==> config.mk <==
export PLATFORM = sky130hd
export DESIGN_NAME = ps2_key_ctrl_flat
export DESIGN_NICKNAME = d
export VERILOG_FILES = /design/src/rtl/ps2_key_ctrl_if.sv /design/src/rtl/ps2_key_ctrl.sv /design/src/flat_wrapper.sv
export SDC_FILE = /design/constraint.sdc
export NUM_CORES = 1
export LEC_CHECK = 0
export CORE_UTILIZATION = 46
export DETAILED_ROUTE_END_ITERATION = 7
export PLACE_DENSITY = 0.8
export SYNTH_ARGS = -nofsm -noshare
export SYNTH_HDL_FRONTEND = slang
export SYNTH_SLANG_ARGS = --single-unit
==> constraint.sdc <==
create_clock -name clk -period 4.28 [get_ports clk]
set_input_delay 0.856 -clock clk [delete_from_list [all_inputs] [get_ports clk]]
set_output_delay 0.856 -clock clk [all_outputs]
set_load 0.05 [all_outputs]
==> src/rtl/ps2_key_ctrl_if.sv <==
// FIFO-side bus of the PS/2 key controller: head byte, non-empty flag,
// overflow flag and the active-low pop strobe returned to the FIFO.
interface ps2_key_ctrl_if;
    logic [7:0] ps2_data;
    logic       ps2_ready;
    logic       ps2_overflow;
    logic       ps2_rdn;

    modport master (
        input  ps2_data,
        input  ps2_ready,
        input  ps2_overflow,
        output ps2_rdn
    );

    modport slave (
        output ps2_data,
        output ps2_ready,
        output ps2_overflow,
        input  ps2_rdn
    );
endinterface

==> src/rtl/ps2_key_ctrl.sv <==
// PS/2 key controller: drains a keyboard FIFO, decodes E0/F0 prefixed scan codes
// into key events and a held-key bitmap. Define PS2_KEY_TIMEOUT_EN for prefix expiry.
module ps2_key_ctrl #(
    parameter int unsigned GAP_CYCLES     = 2,
    parameter int unsigned TIMEOUT_CYCLES = 500000
) (
    input  logic           clk,
    input  logic           clrn,
    ps2_key_ctrl_if.master fifo,
    output logic           key_valid,
    output logic [7:0]     key_code,
    output logic           key_break,
    output logic           key_ext,
    output logic [7:0]     key_state,
    output logic [7:0]     last_make,
    output logic           ovf_err,
    input  logic           clr_ovf
);
    typedef enum logic [1:0] {
        ST_IDLE = 2'd0,
        ST_POP  = 2'd1,
        ST_GAP  = 2'd2
    } state_e;

    localparam logic [3:0] GAP_LAST = 4'(GAP_CYCLES - 1);
    localparam logic [7:0] BYTE_EXT = 8'hE0;
    localparam logic [7:0] BYTE_BRK = 8'hF0;

    // Held-key bit for a scan code; codes outside the map give an empty mask.
    function automatic logic [7:0] key_mask(input logic [7:0] code, input logic ext);
        logic [7:0] m;
        m = 8'h00;
        if (ext) begin
            case (code)
                8'h75:   m = 8'h10;
                8'h6B:   m = 8'h20;
                8'h72:   m = 8'h40;
                8'h74:   m = 8'h80;
                default: m = 8'h00;
            endcase
        end else begin
            case (code)
                8'h1D:   m = 8'h08;
                8'h1C:   m = 8'h04;
                8'h1B:   m = 8'h02;
                8'h23:   m = 8'h01;
                default: m = 8'h00;
            endcase
        end
        return m;
    endfunction

    state_e     state_q, state_d;
    logic [7:0] byte_q, byte_d;
    logic [3:0] gap_cnt_q, gap_cnt_d;
    logic       rdn_q, rdn_d;
    logic       ext_pend_q, ext_pend_d;
    logic       brk_pend_q, brk_pend_d;
    logic       key_valid_q, key_valid_d;
    logic [7:0] key_code_q, key_code_d;
    logic       key_break_q, key_break_d;
    logic       key_ext_q, key_ext_d;
    logic [7:0] key_state_q, key_state_d;
    logic [7:0] last_make_q, last_make_d;
    logic       ovf_err_q, ovf_err_d;
    logic       ovf_prev_q, ovf_prev_d;
    logic       capture_s;
    logic       ovf_rise_s;
    logic [7:0] mask_s;

`ifdef PS2_KEY_TIMEOUT_EN
    localparam logic [19:0] TO_LAST = 20'(TIMEOUT_CYCLES - 1);
    logic [19:0] to_cnt_q, to_cnt_d;
`endif

    // State register for the pop sequencer, decoder and status flags.
    always_ff @(posedge clk or negedge clrn) begin
        if (!clrn) begin
            state_q     <= ST_IDLE;
            byte_q      <= 8'h00;
            gap_cnt_q   <= 4'd0;
            rdn_q       <= 1'b1;
            ext_pend_q  <= 1'b0;
            brk_pend_q  <= 1'b0;
            key_valid_q <= 1'b0;
            key_code_q  <= 8'h00;
            key_break_q <= 1'b0;
            key_ext_q   <= 1'b0;
            key_state_q <= 8'h00;
            last_make_q <= 8'h00;
            ovf_err_q   <= 1'b0;
            ovf_prev_q  <= 1'b0;
`ifdef PS2_KEY_TIMEOUT_EN
            to_cnt_q    <= 20'd0;
`endif
        end else begin
            state_q     <= state_d;
            byte_q      <= byte_d;
            gap_cnt_q   <= gap_cnt_d;
            rdn_q       <= rdn_d;
            ext_pend_q  <= ext_pend_d;
            brk_pend_q  <= brk_pend_d;
            key_valid_q <= key_valid_d;
            key_code_q  <= key_code_d;
            key_break_q <= key_break_d;
            key_ext_q   <= key_ext_d;
            key_state_q <= key_state_d;
            last_make_q <= last_make_d;
            ovf_err_q   <= ovf_err_d;
            ovf_prev_q  <= ovf_prev_d;
`ifdef PS2_KEY_TIMEOUT_EN
            to_cnt_q    <= to_cnt_d;
`endif
        end
    end

    // Next-state: FIFO pop sequencing, byte parsing, timeout and overflow handling.
    always_comb begin
        state_d     = state_q;
        byte_d      = byte_q;
        gap_cnt_d   = gap_cnt_q;
        rdn_d       = 1'b1;
        ext_pend_d  = ext_pend_q;
        brk_pend_d  = brk_pend_q;
        key_valid_d = 1'b0;
        key_code_d  = key_code_q;
        key_break_d = key_break_q;
        key_ext_d   = key_ext_q;
        key_state_d = key_state_q;
        last_make_d = last_make_q;
        ovf_err_d   = ovf_err_q;
        ovf_prev_d  = fifo.ps2_overflow;
        capture_s   = 1'b0;
        ovf_rise_s  = fifo.ps2_overflow & ~ovf_prev_q;
        mask_s      = key_mask(byte_q, ext_pend_q);

`ifdef PS2_KEY_TIMEOUT_EN
        // Evaluated before the parser so a prefix arriving in POP still wins.
        to_cnt_d = to_cnt_q;
        if (state_q == ST_IDLE && fifo.ps2_ready) begin
            to_cnt_d = 20'd0;
        end else if (ext_pend_q || brk_pend_q) begin
            if (to_cnt_q == TO_LAST) begin
                to_cnt_d   = 20'd0;
                ext_pend_d = 1'b0;
                brk_pend_d = 1'b0;
            end else begin
                to_cnt_d = to_cnt_q + 20'd1;
            end
        end else begin
            to_cnt_d = 20'd0;
        end
`endif

        case (state_q)
            ST_IDLE: begin
                if (fifo.ps2_ready) begin
                    capture_s = 1'b1;
                    byte_d    = fifo.ps2_data;
                    rdn_d     = 1'b0;
                    state_d   = ST_POP;
                end else begin
                    state_d = ST_IDLE;
                end
            end
            ST_POP: begin
                state_d   = ST_GAP;
                gap_cnt_d = 4'd0;
                if (byte_q == BYTE_EXT) begin
                    ext_pend_d = 1'b1;
                end else if (byte_q == BYTE_BRK) begin
                    brk_pend_d = 1'b1;
                end else begin
                    key_valid_d = 1'b1;
                    key_code_d  = byte_q;
                    key_break_d = brk_pend_q;
                    key_ext_d   = ext_pend_q;
                    ext_pend_d  = 1'b0;
                    brk_pend_d  = 1'b0;
                    if (brk_pend_q) begin
                        key_state_d = key_state_q & ~mask_s;
                    end else begin
                        key_state_d = key_state_q | mask_s;
                        last_make_d = byte_q;
                    end
                end
            end
            ST_GAP: begin
                if (gap_cnt_q == GAP_LAST) begin
                    gap_cnt_d = 4'd0;
                    state_d   = ST_IDLE;
                end else begin
                    gap_cnt_d = gap_cnt_q + 4'd1;
                end
            end
            default: begin
                state_d   = ST_IDLE;
                gap_cnt_d = 4'd0;
            end
        endcase

        // Overflow invalidates everything decoded so far; the sequencer keeps draining.
        if (ovf_rise_s) begin
            ovf_err_d   = 1'b1;
            key_state_d = 8'h00;
            ext_pend_d  = 1'b0;
            brk_pend_d  = 1'b0;
        end else if (clr_ovf) begin
            ovf_err_d = 1'b0;
        end else begin
            ovf_err_d = ovf_err_q;
        end
    end

    assign fifo.ps2_rdn = rdn_q;
    assign key_valid    = key_valid_q;
    assign key_code     = key_code_q;
    assign key_break    = key_break_q;
    assign key_ext      = key_ext_q;
    assign key_state    = key_state_q;
    assign last_make    = last_make_q;
    assign ovf_err      = ovf_err_q;
endmodule

==> src/flat_wrapper.sv <==
// flat-port wrapper written by rule: the top's interface ports become plain ports
module ps2_key_ctrl_flat 
#(
    parameter int unsigned GAP_CYCLES     = 2,
    parameter int unsigned TIMEOUT_CYCLES = 500000
)
  (clk, clrn, key_valid, key_code, key_break, key_ext, key_state, last_make, ovf_err, clr_ovf, fifo_ps2_data, fifo_ps2_ready, fifo_ps2_overflow, fifo_ps2_rdn);
  ps2_key_ctrl_if fifo_i ();
  input  logic clk;
  input  logic clrn;
  output logic key_valid;
  output logic [7:0] key_code;
  output logic key_break;
  output logic key_ext;
  output logic [7:0] key_state;
  output logic [7:0] last_make;
  output logic ovf_err;
  input  logic clr_ovf;
  input wire logic [$bits(fifo_i.ps2_data)-1:0] fifo_ps2_data;
  input wire logic [$bits(fifo_i.ps2_ready)-1:0] fifo_ps2_ready;
  input wire logic [$bits(fifo_i.ps2_overflow)-1:0] fifo_ps2_overflow;
  output wire logic [$bits(fifo_i.ps2_rdn)-1:0] fifo_ps2_rdn;
  assign fifo_i.ps2_data = fifo_ps2_data;
  assign fifo_i.ps2_ready = fifo_ps2_ready;
  assign fifo_i.ps2_overflow = fifo_ps2_overflow;
  assign fifo_ps2_rdn = fifo_i.ps2_rdn;
  ps2_key_ctrl #(.GAP_CYCLES(GAP_CYCLES), .TIMEOUT_CYCLES(TIMEOUT_CYCLES)) u_core (.clk(clk), .clrn(clrn), .fifo(fifo_i), .key_valid(key_valid), .key_code(key_code), .key_break(key_break), .key_ext(key_ext), .key_state(key_state), .last_make(last_make), .ovf_err(ovf_err), .clr_ovf(clr_ovf));
endmodule
Yosys cells after proc, flatten, opt, wreduce, memory -nomap -nowiden
Cells that the tools add are included.
- flip-flop bits (word level): 46
- bits of input ports: 13
- output and inout bits: 29
- logic and storage cells: 77
- add/subtract/negate cells: 1
- equality and inequality tests: 17
- mux-type cells: 28
- bitwise logic cells: 8
- reductions and logical operators: 9
- operators with widths (operator ; number):
    8-bit two-way mux ; 6
    8-bit by 7-bit equality test with 1-bit output (second input constant) ; 4
    8-bit case mux with 4 select lines ; 1
    8-bit by 5-bit equality test with 1-bit output (second input constant) ; 3
    8-bit equality test (second input constant) ; 2
    1-bit two-way mux ; 16
    4-bit case mux with 4 select lines ; 1
    8-bit bitwise AND ; 1
    8-bit by 6-bit equality test with 1-bit output (second input constant) ; 1
    8-bit inverter ; 1
    8-bit OR ; 1
    4-bit case mux with 2 select lines ; 1
    2-bit by 1-bit inequality test with 1-bit output (second input constant) ; 3
    2-bit case mux with 3 select lines ; 1
    2-bit AND reduction ; 3
    3-bit AND reduction ; 2
    4-bit by 1-bit adder with 4-bit output (second input constant) ; 1
    4-bit by 1-bit equality test with 1-bit output (second input constant) ; 1
    4-bit two-way mux ; 1
    1-bit inverter ; 4
    4-bit AND reduction ; 1
    2-bit nonzero test ; 2
    3-bit by 1-bit inequality test with 1-bit output (second input constant) ; 1
    2-bit by 1-bit equality test with 1-bit output (second input constant) ; 1
    other kinds (4) ; 4

Depth between registers and ports, before layout
- depth in word-level cells: 10
- gate-level depth with buffers: 5

Worst setup path before layout
No wires, ideal clock.
- path type: input to register
- start point: input port fifo_ps2_ready
- end point: register u_core.byte_q[2]
- setup time: 0.125 ns
- arrival: 1.640 ns
- required time: 4.155 ns
- slack: 2.515 ns
- stages on the path: 3
- path buffers: 1
- path through: nor3b_1 -> buf_2 -> mux2_2
- cells in the longest elaborated chain, start to end: 1
- RTL lines (element ; line ; RTL):
    start: declaration ; flat_wrapper.sv:20 ; input wire logic [$bits(fifo_i.ps2_ready)-1:0] fifo_ps2_ready;
    2-bit AND reduction (no line) ; n/a ;
    end signal: assignment ; ps2_key_ctrl.sv:98 ; byte_q <= byte_d;
    end: declaration ; ps2_key_ctrl.sv:54 ; logic [7:0] byte_q, byte_d;
Every way passes these cells.
A chain may end at the register's enable or synchronous reset.

Final worst setup path
- start point: register u_core.rdn_q (netlist: u_core.fifo.ps2_rdn)
- end point: output port fifo_ps2_rdn
- RTL lines (element ; line ; RTL):
    start: declaration ; ps2_key_ctrl.sv:56 ; logic rdn_q, rdn_d;
    start signal: assignment ; ps2_key_ctrl.sv:100 ; rdn_q <= rdn_d;
    end: declaration ; flat_wrapper.sv:22 ; output wire logic [$bits(fifo_i.ps2_rdn)-1:0] fifo_ps2_rdn;
No word-level cell between the ends.

==> results.md <==
* Outcome: finished clean
* Worst path required time at 3.42 ns
* Final hold slack at 0.486 ns
* Yosys reg bits at 46
* CP max stage delay at 0.78 ns
* Crit-path cells: clkdlybuf4s50_1
* Fin. Hold Viols at 0
* Reg-to-reg critical path startpoint: u_core.state_q[1]
* RSZ-0062 raised after global routing: no
* Slew HR at 33.9%
* Final Setup Violations at 0
* CP Class: reg2out
* Share of cells above drive strength 1 at 11.6%
* Reg2reg end: u_core.key_ext
* Fin Setup TNS at 0 ns
* Global-route wire length before repair at 7200 um
* Crit path launch: u_core.fifo.ps2_rdn
* Sinks on Clock Net at 46
* Core Area at 4380 um2
* CP arrival at 1.61 ns
* Clk slew on worst S/H paths at 0.09 ns
* Drt wl/cell at 15.7 um
* Post-synthesis mux area share at 12.8%
* Final WL at 4200 um
* Startpoint Class: flip-flop
* Synth Cell Area at 2110 um2
* Synth Area in XOR/XNOR at 0.416%
* DR pass1 iterations at 4
* Min-Delay Path Depth at 1
* CTS root buf: clkbuf_8
* Worst path top cell family by delay: buffers and inverters
* Vias in the first global route at 1431
* Cts bufs inserted at 5
* Final ANT Viol Nets at 0
* Crit path max-delay cell type: clkdlybuf4s50_1
* Row count at 24
* Cells after synthesis at 177
* Yosys Warn Count at 0
* Largest net degree at the start of global routing at 47
* Grt total ovfl at 0
* I/O pin count at 42
* Drt drc at 0
* Die area at 4860 um2
* Post-CTS sizing at 0
* Period utilization at 57.6%
* Worst Clk Skew at 0.00614 ns
* Max Cap Violations at 0
* Post-Synth Simple-Gate Area at 19.5%
* Starting density of the core at 48.1%
* Cell area power density at 749 nW/um2
* Total number of vias at 1480
* Port Buf Inserts at 41
* Area grow syn2layout at 25.3%
* GP Congestion at 0.747
* Post-synthesis adder-cell area fraction at 1.19%
* FMAX at 0.406 GHz
* Final nets at 229
* Fin crit period at 2.46 ns
* Drt first-iter violations at 91
* Vert. Die Dim at 69.7 um
* Postcts setup bufs at 0
* Synth cell types at 41
* Leakage at 1.11 nW
* CP endpoint kind: output pin
* CTS Hold Bufs at 0
* Worst Hold Launch: u_core.last_make[5]
* Post-synthesis sequential area ratio at 54.7%
* Peak supply drop at 0.000296 V
* CTS tree: done
* Clock buffer depth at 2
* Bufs and invs on worst path at 1
* Gr usage total at 19.1%
* H-tree depth at 2
* Dpl hpwl at 2800 um
* Worst-Margin Slew at 0.991 ns
* Die Width at 69.7 um
* Fillers at 387
* Tightest Hold Check Type: reg2reg
* Final Max Tran Viols at 0
* Syn_area_per_cell at 11.9 um2
* Vias/cell at 5.54
* Initial antenna violation count at 0
* Post-synthesis compound-gate area fraction at 7.01%
* Utilization after layout at 60.2%
* WHS Endpoint: u_core.last_make[5]
* Syn nets at 192
* Clock latency on the worst-skew pair at 0.30 ns
* Main combinational cell family by area after synthesis: simple AND/OR/NAND/NOR gates
* Worst R2R Path Depth at 3
* Register-to-register path setup slack at 2.23 ns
* ANT cells at 0
* Worst Path Max Fanout at 1
-- cell type report --
class	instances	area, um2	area share, %
Sequential cell	46	1150	43.6
Inverter	10	37.5	1.42
Clock inverter	2	37.5	1.42
Multi-Input combinational cell	109	862	32.7
Tap cell	52	65.1	2.46
Clock buffer	6	72.6	2.75
Timing Repair Buffer	42	413	15.6
-- routing by layer --
metal  global-route usage, %  up-vias  part of all wire, %
met5                       0        -                    0
li1                        -      695                    -
met1                    26.5      727                   45
met3                    4.80        6                  5.3
met2                    29.2       52                   48
met4                    6.67        0                  1.5
-- synth_stat cells (all sizes together) --
cell type  instances  area (um2)
dfrtp             45        1130
nand2             17        63.8
mux2              14         169
inv               10        37.5
mux2i             10         100
buf                8        40.0
nand3b             7        52.6
nor4               7        71.3
a21oi              6        30.0
nand2b             5        31.3
o21ai              5        25.0
clkbuf             4        15.0
nor2               4        15.0
nor3b              4        30.0
nand4              3        18.8
nand4b             3        26.3
o22a               3        26.3
or3b               3        26.3
a31oi              2        33.8
ha                 2        25.0
nand3              2        10.0
o2bb2ai            2        17.5
o31ai              2        15.0
and3b              1        8.76
and4bb             1        16.3
dfstp              1        26.3
nor2b              1        6.26
nor4bb             1        10.0
or2                1        6.26
or2b               1        7.51
or4                1        11.3
xor2               1        8.76
-- how the worst max path moves through the flow --
stage / depth (start not counted) / to / slack [ns]
after floorplan: 3 / u_core.byte_q[2] / 2.52
after global placement: 4 / u_core.key_state[2] / 2.11
after detailed placement: 4 / u_core.key_state[2] / 2.03
after CTS: 1 / fifo_ps2_rdn / 1.80
after global routing: 1 / fifo_ps2_rdn / 1.78
final: 1 / fifo_ps2_rdn / 1.82
-- power breakdown --
part,internal (mW),total [mW],switching (mW)
Combinational,0.346,0.862,0.516
Clock,0.174,0.322,0.147
Sequential,0.583,0.793,0.210
Total,1.10,1.98,0.874
-- through the flow --
step                std cells  instance area [um2]  setup slack, ns  power, mW
floorplan                 177                 2110             2.52       1.38
global placement          259                 2530             2.11       1.64
detailed placement        259                 2530             2.03       1.67
CTS                       267                 2640             1.80       1.99
global route              267                 2640             1.78       2.09
finish                    267                 2640             1.82       1.98
-- flip-flops by register name, summed over array words and instances, names as in the netlist, 2 cells and up --
name	cells
u_core.key_code	8
u_core.state_q	2
u_core.byte_q	8
u_core.key_state	8
u_core.gap_cnt_q	4
u_core.last_make	8
-- cells by family (layout without fill, tap and decap cells) --
kind of cell               after synthesis  after routing
AOI/OAI and AO/OA                       20             20
xor gates and xnor gates                 1              1
adders and majority gates                2              2
buffers and inverters                   22             60
DFF                                     46             46
muxes                                   24             24
and+or+nand+nor                         62             62
-- cells in the final DEF, fill, tap and decap left out, types with 2 or more instances in the layout --
master	count
o31ai_1	2
nand4b_1	3
clkdlybuf4s50_1	40
nor2_1	4
nand3_1	2
o21ai_0	3
mux2_4	3
mux2_1	7
nand4_1	3
mux2i_1	10
ha_1	2
o21ai_1	2
nor3b_1	4
clkbuf_8	5
nor4_1	4
a21oi_1	6
nand2b_1	5
nand3b_1	7
o22a_1	3
or3b_1	2
nand2_1	17
o2bb2ai_1	2
mux2_2	4
inv_1	10
nor4_2	2
dfrtp_1	45
Power figures use the tool's default switching activity.
